$ cat config.mk
export PLATFORM = sky130hd
export DESIGN_NAME = buzzer_arbiter
export DESIGN_NICKNAME = d
export VERILOG_FILES = /design/src/rtl/buzzer_arbiter.sv
export SDC_FILE = /design/constraint.sdc
export NUM_CORES = 1
export LEC_CHECK = 0
export BUFFER_PORTS_ARGS = -buffer_cell sky130_fd_sc_hd__buf_2
export CORE_MARGIN = 5
export CORE_UTILIZATION = 46
export DETAILED_ROUTE_END_ITERATION = 8
export SYNTH_ARGS = -nofsm -noshare
export SYNTH_HDL_FRONTEND = slang
export SYNTH_SLANG_ARGS = --single-unit
$ cat constraint.sdc
create_clock -name clk -period 4.4 [get_ports clk]
set_clock_uncertainty 0.05 [all_clocks]
set_input_delay 0.66 -clock clk [delete_from_list [all_inputs] [get_ports clk]]
set_output_delay 0.66 -clock clk [all_outputs]
set_load 0.005 [all_outputs]
$ cat src/rtl/buzzer_arbiter.sv
// Piezo buzzer arbiter: three prioritized tone requesters (err > ok > key) with
// pre-emption, retrigger and a one-deep pending slot. Optional macro BUZZER_MUTE_EN adds a mute input.
module buzzer_arbiter #(
  parameter int unsigned CNT_W    = 32,
  parameter int unsigned KEY_HALF = 50000,
  parameter int unsigned KEY_LEN  = 10000000,
  parameter int unsigned OK_HALF  = 25000,
  parameter int unsigned OK_LEN   = 30000000,
  parameter int unsigned ERR_HALF = 100000,
  parameter int unsigned ERR_SEG  = 5000000
) (
  input  logic       clk,
  input  logic       rst_n,
  input  logic       req_key,
  input  logic       req_ok,
  input  logic       req_err,
`ifdef BUZZER_MUTE_EN
  input  logic       mute,
`endif
  output logic       buzzer,
  output logic       busy,
  output logic [1:0] active_id,
  output logic       done,
  output logic       dropped
);

  typedef enum logic [2:0] {
    IDLE, PLAY_KEY, PLAY_OK, ERR_ON1, ERR_GAP, ERR_ON2
  } state_t;

  localparam logic [1:0] ID_NONE = 2'd0;
  localparam logic [1:0] ID_KEY  = 2'd1;
  localparam logic [1:0] ID_OK   = 2'd2;
  localparam logic [1:0] ID_ERR  = 2'd3;

  state_t           state, state_nx;
  logic [CNT_W-1:0] tone_cnt, tone_nx;
  logic [CNT_W-1:0] half_cnt, half_nx;
  logic [CNT_W-1:0] len_m1, half_m1;
  logic             buzz_q, buzz_nx;
  logic [1:0]       pend, pend_nx;
  logic             done_nx, drop_nx;
  logic [1:0]       cur_id, acc_id;
  logic [2:0]       new_mask, cand, rem;
  logic             start, preempt, retrig;

  function automatic logic [1:0] top_id(input logic [2:0] m);
    if (m[2])      return ID_ERR;
    else if (m[1]) return ID_OK;
    else if (m[0]) return ID_KEY;
    else           return ID_NONE;
  endfunction

  function automatic logic [2:0] id_mask(input logic [1:0] id);
    case (id)
      ID_KEY:  return 3'b001;
      ID_OK:   return 3'b010;
      ID_ERR:  return 3'b100;
      default: return 3'b000;
    endcase
  endfunction

  // Ids strictly lower in priority than the given id.
  function automatic logic [2:0] below_mask(input logic [1:0] id);
    case (id)
      ID_ERR:  return 3'b011;
      ID_OK:   return 3'b001;
      default: return 3'b000;
    endcase
  endfunction

  function automatic logic [1:0] state_id(input state_t s);
    case (s)
      PLAY_KEY:                  return ID_KEY;
      PLAY_OK:                   return ID_OK;
      ERR_ON1, ERR_GAP, ERR_ON2: return ID_ERR;
      default:                   return ID_NONE;
    endcase
  endfunction

  // Arbitration: the winner is the highest of {playing tone, new requests, pending};
  // the best of what remains below it becomes the pending tone.
  always_comb begin
    // NOTE: every combinational output gets a default first so no latch is inferred.
    cur_id   = state_id(state);
    new_mask = {req_err, req_ok, req_key};
    cand     = new_mask | id_mask(pend);
    acc_id   = top_id(cand);
    if (cur_id > acc_id) acc_id = cur_id;
    rem      = cand & below_mask(acc_id);
    preempt  = (cur_id != ID_NONE) && (acc_id != cur_id);
    retrig   = (cur_id != ID_NONE) && ((new_mask & id_mask(cur_id)) != 3'b000);
    start    = (acc_id != cur_id) || retrig;

    state_nx = state;
    tone_nx  = tone_cnt;
    half_nx  = half_cnt;
    buzz_nx  = buzz_q;
    pend_nx  = top_id(rem);
    done_nx  = 1'b0;
    drop_nx  = preempt | (rem[0] & rem[1]) | (rem[0] & rem[2]) | (rem[1] & rem[2]);

    case (state)
      PLAY_KEY: begin len_m1 = CNT_W'(KEY_LEN - 1); half_m1 = CNT_W'(KEY_HALF - 1); end
      PLAY_OK:  begin len_m1 = CNT_W'(OK_LEN - 1);  half_m1 = CNT_W'(OK_HALF - 1);  end
      default:  begin len_m1 = CNT_W'(ERR_SEG - 1); half_m1 = CNT_W'(ERR_HALF - 1); end
    endcase

    if (start) begin
      tone_nx = '0;
      half_nx = '0;
      buzz_nx = 1'b1;
      case (acc_id)
        ID_ERR:  state_nx = ERR_ON1;
        ID_OK:   state_nx = PLAY_OK;
        default: state_nx = PLAY_KEY;
      endcase
    end else if (state != IDLE) begin
      if (tone_cnt == len_m1) begin
        tone_nx = '0;
        half_nx = '0;
        case (state)
          ERR_ON1: begin state_nx = ERR_GAP; buzz_nx = 1'b0; end
          ERR_GAP: begin state_nx = ERR_ON2; buzz_nx = 1'b1; end
          default: begin state_nx = IDLE; buzz_nx = 1'b0; done_nx = 1'b1; end
        endcase
      end else begin
        tone_nx = tone_cnt + CNT_W'(1);
        if (state == ERR_GAP) begin
          half_nx = '0;
          buzz_nx = 1'b0;
        end else if (half_cnt == half_m1) begin
          half_nx = '0;
          buzz_nx = ~buzz_q;
        end else begin
          half_nx = half_cnt + CNT_W'(1);
        end
      end
    end
  end

  always_ff @(posedge clk) begin
    // NOTE: sequential state uses non-blocking assignments only.
    if (!rst_n) begin
      state    <= IDLE;
      tone_cnt <= '0;
      half_cnt <= '0;
      buzz_q   <= 1'b0;
      pend     <= ID_NONE;
      done     <= 1'b0;
      dropped  <= 1'b0;
    end else begin
      state    <= state_nx;
      tone_cnt <= tone_nx;
      half_cnt <= half_nx;
      buzz_q   <= buzz_nx;
      pend     <= pend_nx;
      done     <= done_nx;
      dropped  <= drop_nx;
    end
  end

  assign busy      = (state != IDLE);
  assign active_id = state_id(state);

`ifdef BUZZER_MUTE_EN
  assign buzzer = buzz_q & ~mute;
`else
  assign buzzer = buzz_q;
`endif

endmodule

; Yosys cells after proc, flatten, opt, wreduce, memory -nomap -nowiden
; Cells that the tools add are included.
[word_totals]
register_bits = 72
out_inout_bits = 6
word_cells = 83
[op_classes]
addsub = 2
n_lt_le_gt_ge = 1
eq_ne = 16
muxes = 29
bitwise = 13
reduce_logical = 15
[ops]
columns = operator, n
row1 = 32-bit two-way mux, 4
row2 = 32-bit by 1-bit adder with 32-bit output (second input constant), 2
row3 = 32-bit equality test, 2
row4 = 25-bit case mux with 2 select lines, 1
row5 = 17-bit case mux with 2 select lines, 1
row6 = 3-bit case mux with 3 select lines, 2
row7 = 2-bit equality test (second input constant), 6
row8 = 2-bit two-way mux, 5
row9 = 1-bit two-way mux, 9
row10 = 3-bit two-way mux, 3
row11 = 2-bit case mux with 2 select lines, 2
row12 = 3-bit AND, 2
row13 = 3-bit by 2-bit equality test with 1-bit output (second input constant), 2
row14 = 3-bit equality test (second input constant), 2
row15 = 2-bit case mux with 3 select lines, 1
row16 = 3-bit case mux with 2 select lines, 1
row17 = 2-bit nonzero test, 3
row18 = 3-bit nonzero test, 2
row19 = 2-bit by 1-bit equality test with 1-bit output (second input constant), 2
row20 = 1-bit inverter, 4
row21 = 2-bit AND reduction, 2
row22 = 4-bit nonzero test, 1
row23 = 2-bit OR reduction, 2
row24 = 4-bit OR reduction, 1
row25 = 9 further kinds, 14

; Logic depth before layout (Yosys ltp)
[depth]
ltp_word = 15
depth_mapped = 10
mapped_depth_nobuf = 10

; Least setup slack after synthesis
; Ideal clock, no wire load.
[synth_timing]
path_kind = in2reg
startpoint = input req_key
endpoint = register half_cnt[19]
setup_ps = 63
t_arrival_ps = 2438
slack_ps = 1849
cell_stages = 10
path_cell_list = nor2b_1 -> o22ai_1 -> nand2_1 -> ha_1 -> inv_1 -> o22ai_1 -> a311oi_1 -> nand3_4 -> buf_12 -> nor2_2
[synth_between]
elab_chain_cells = 9
elab_cells_between_ends = 12
[synth_rtl]
columns = item, line_no
row1 = from (decl), 14  ; input logic req_key,
row2 = 3-bit OR, 87  ; cand = new_mask | id_mask(pend);
row3 = 1-bit two-way mux, 50  ; else if (m[0]) return ID_KEY;
row4 = 2-bit two-way mux, 49  ; else if (m[1]) return ID_OK;
row5 = 2-bit two-way mux, 48  ; if (m[2]) return ID_ERR;
row6 = 2-bit > comparator, 89  ; if (cur_id > acc_id) acc_id = cur_id;
row7 = 2-bit two-way mux, 89
row8 = 2-bit inequality test, 93  ; start = (acc_id != cur_id) || retrig;
row9 = 1-bit logical OR *, 93
row10 = 2-bit OR reduction (no source line) *, --
row11 = to (signal assigned), 155  ; half_cnt <= half_nx;
row12 = to (decl), 38  ; logic [CNT_W-1:0] half_cnt, half_nx;
; Every way passes the cells marked *; elsewhere a longest branch is shown, timed or not.
; A chain may end at the register's enable or synchronous reset.

; Worst setup path in the final report
[layout_timing]
startpoint = register state[1]
endpoint = register tone_cnt[13]
[layout_between]
elab_chain_cells = 10
elab_cells_between_ends = 24
[layout_rtl]
columns = item, line_no
row1 = from (decl), 36  ; state_t state, state_nx;
row2 = from (signal assigned), 153  ; state <= state_nx;
row3 = 3-bit equality test or 3-bit by 2-bit equality test with 1-bit output (tied branches), 73  ; case (s)
row4 = 3-bit OR reduction, 73
row5 = 2-bit case mux with 3 select lines, 73
row6 = 2-bit equality test or 2-bit by 1-bit equality test with 1-bit output (tied branches), 55  ; case (id)
row7 = 3-bit case mux with 3 select lines, 55
row8 = 3-bit AND, 92  ; retrig = (cur_id != ID_NONE) && ((new_mask & id_mask(cur_id)) != 3'b000);
row9 = 3-bit nonzero test, 92
row10 = 1-bit logical AND, 92
row11 = 1-bit logical OR, 93
row12 = 2-bit OR reduction (no source line), --
row13 = to (signal assigned), 154  ; tone_cnt <= tone_nx;
row14 = to (decl), 37  ; logic [CNT_W-1:0] tone_cnt, tone_nx;
; Several ways; a longest one is shown, not always the timed one.

==> results_dict.tcl <==
set metrics [dict create \
    status "finished, final reports clean" \
    grt_antenna_before_repair 0 \
    synthAdderAreaFrac_pct 1.87 \
    wl_per_cell_microns 14.1 \
    antennaDiodeCount 0 \
    ys_warn_count 0 \
    synth-compound-area-share_pct 8.87 \
    dieArea_sq_um 10700 \
    ys_seq_area_share_pct 35.8 \
    post-route-min-period_ns 3.37 \
    h-tree-depth 3 \
    clk_pin_slew_ns 0.08 \
    yosys.area_share.simple_pct 35.6 \
    clkSinkCount 72 \
    grt_max_degree 31 \
    drt-initial-drc-count 87 \
    worst_slew_pin_slew_ns 0.931 \
    syn_area_sq_um 4020 \
    drive_above_1_share_pct 20.3 \
    crit_required_ns 4.61 \
    grt_usage_pct 15.8 \
    slew_viol_final 0 \
    gp_congestion 0.838 \
    numPortBuffers 10 \
    syn_to_final_growth_pct 6.47 \
    setup_tns_ns 0 \
    clockBufferDepth 2 \
    tritoncts "yes" \
    fill_cells 847 \
    cts_setup_buffers 0 \
    drv_cap 0 \
    num_rows 34 \
    cp_max_fo 30 \
    synth_top_family_by_area "simple AND/OR/NAND/NOR gates" \
    hold_class "flip-flop to flip-flop" \
    finalHoldViolCount 0 \
    routed_via_density 5.41 \
    syn-num-nets 472 \
    drc 0 \
    worstSkewPairLatency_ns 0.35 \
    startpoint_type "flip-flop" \
    layout_common_cells "dfxtp_1 (72), nor2_2 (50), nand2_1 (46), xor2_1 (40), nor2_1 (36)" \
    rsz0062_at_grt "false" \
    nets 478 \
    critical_path_class "flip-flop to flip-flop" \
    finalSetupViolCount 0 \
    grt_pass1_wl_mm 14.4 \
    synth-edff-count 0 \
    worstPathArrival_ns 3.59 \
    pin_count 11 \
    die_y_microns 104 \
    drtAntennaViolNets 0 \
    cts_made_buffers 9 \
    start_util_pct 46.6 \
    grt_overflow_total 0 \
    synth-xor-area-share_pct 12.9 \
    leakage_uw 0.00135 \
    core_area_sq_um 8640 \
    crit_path_end_kind "flip-flop" \
    grt_pass1_vias 3053 \
    peakVddDrop_uv 247 \
    p_per_area_nw_per_um2 390 \
    hpwlAfterDp_mm 5.86 \
    syn_avg_cell_area_sq_um 8.72 \
    muxShareOfSynthArea_pct 0.778 \
    die_x_microns 104 \
    ctsHoldBuffers 0 \
    final_common_cell "dfxtp_1" \
    ys_types 66 \
    routed_wl_mm 8.17 \
    vias 3140 \
    synthCells 461 \
    ys_seq_elements 72 \
    ys_async_sr_fraction_pct 0 \
    power_uw 1670 \
    ctsRootBufferMaster "clkbuf_8" \
    cts-resized-gates 0 \
    min_period_over_period_pct 76.7 \
    fmax_mhz 296 \
    dr.pass1.iters 4 \
    synth_flop_cell "dfxtp_1" \
    max_slew_margin_pct 37.9 \
]
worst max-delay path: stages, from the launching register on:
cell and delay, ns:
dfxtp_1 0.66, nor2b_1 0.33, nor2_1 0.12, ha_1 0.32, nor2_1 0.11, o22ai_1 0.16
a31oi_2 0.40, nand3_2 0.82, nor2_2 0.30
registers in the layout, indices dropped and copies added, names as in the netlist:
register / flops
done: 1
half_cnt: 32
tone_cnt: 32
pend: 2
buzzer: 1
dropped: 1
state: 3
final cells by class:
cell class,instances,area [sq um],share of cell area [%]
Inverter,11,41.3,0.964
Clock inverter,7,72.6,1.69
Multi-Input combinational cell,362,2410,56.3
Clock buffer,9,124,2.89
Timing Repair Buffer,11,57.6,1.34
Tap cell,108,135,3.16
Sequential cell,72,1440,33.7
metrics by stage:
stage               cells  hold slack, ns  util (%)  cell area, sq um  setup slack [ns]
global route          580           0.477      49.6              4280             0.703
global placement      564           0.428      47.3              4090              1.09
detailed placement    564           0.435      47.3              4090             0.952
finish                580           0.443      49.6              4280              1.03
floorplan             461           0.412         -              4020              1.85
CTS                   580           0.446      49.6              4280              1.01
worst paths after layout:
kind         slack [ns]        start  cells past startpoint      endpoint
max                1.03     state[1]                      8  tone_cnt[13]
min                0.44  half_cnt[1]                      2   half_cnt[1]
max reg2reg        1.03     state[1]                      8  tone_cnt[13]
min reg2reg        0.44  half_cnt[1]                      2   half_cnt[1]
logic make-up (layout without fill, tap and decap cells):
family / count (synthesis) / in the layout
compound gates: 46 / 46
flops: 72 / 72
mux: 3 / 3
buf+inv: 27 / 38
xor+xnor: 59 / 59
simple gates: 248 / 248
fa+ha+maj: 6 / 6
cells in the mapped netlist, types with 2 or more instances:
master / number / share of area (%)
dfxtp_1: 72 / 36
nor2_2: 50 / 7.8
nand2_1: 46 / 4.3
xor2_1: 40 / 8.7
nor2_1: 36 / 3.4
nand3_1: 24 / 3.0
nand4_1: 22 / 3.4
xnor2_1: 19 / 4.1
a21oi_1: 10 / 1.2
inv_1: 10 / 0.93
and4_1: 9 / 2.0
and3_1: 7 / 1.1
clkbuf_1: 7 / 0.65
nor2b_1: 7 / 1.1
nor3_1: 7 / 0.87
ha_1: 6 / 1.9
o21ai_0: 6 / 0.75
and2_1: 4 / 0.62
buf_6: 4 / 1.1
nor4_1: 4 / 0.62
a21o_1: 3 / 0.56
nand2b_1: 3 / 0.47
nand4b_1: 3 / 0.65
nor4bb_1: 3 / 0.75
o211ai_1: 3 / 0.56
or4_1: 3 / 0.56
a31oi_1: 2 / 0.31
buf_12: 2 / 1.0
buf_2: 2 / 0.25
mux2i_1: 2 / 0.50
nand3b_1: 2 / 0.37
nor3b_1: 2 / 0.37
nor4_2: 2 / 0.62
nor4b_1: 2 / 0.44
o211ai_2: 2 / 0.62
o21bai_1: 2 / 0.37
o22ai_1: 2 / 0.31
o2bb2ai_1: 2 / 0.44
or3b_2: 2 / 0.44
per-layer routing:
layer | GRT usage (%) | vias up | wire length (microns)
met2 | 24.7 | 30 | 3820
met1 | 21.7 | 1478 | 4070
li1 | - | 1626 | -
met3 | 3.30 | 6 | 191
met4 | 5.25 | 0 | 85
met5 | 0 | - | 0
power breakdown:
part | internal, uW | switching [uW]
clock | 262 | 263
combinational | 136 | 284
sequential | 677 | 46.2
total | 1070 | 594
Note: power is estimated with default switching activity, not from simulation.
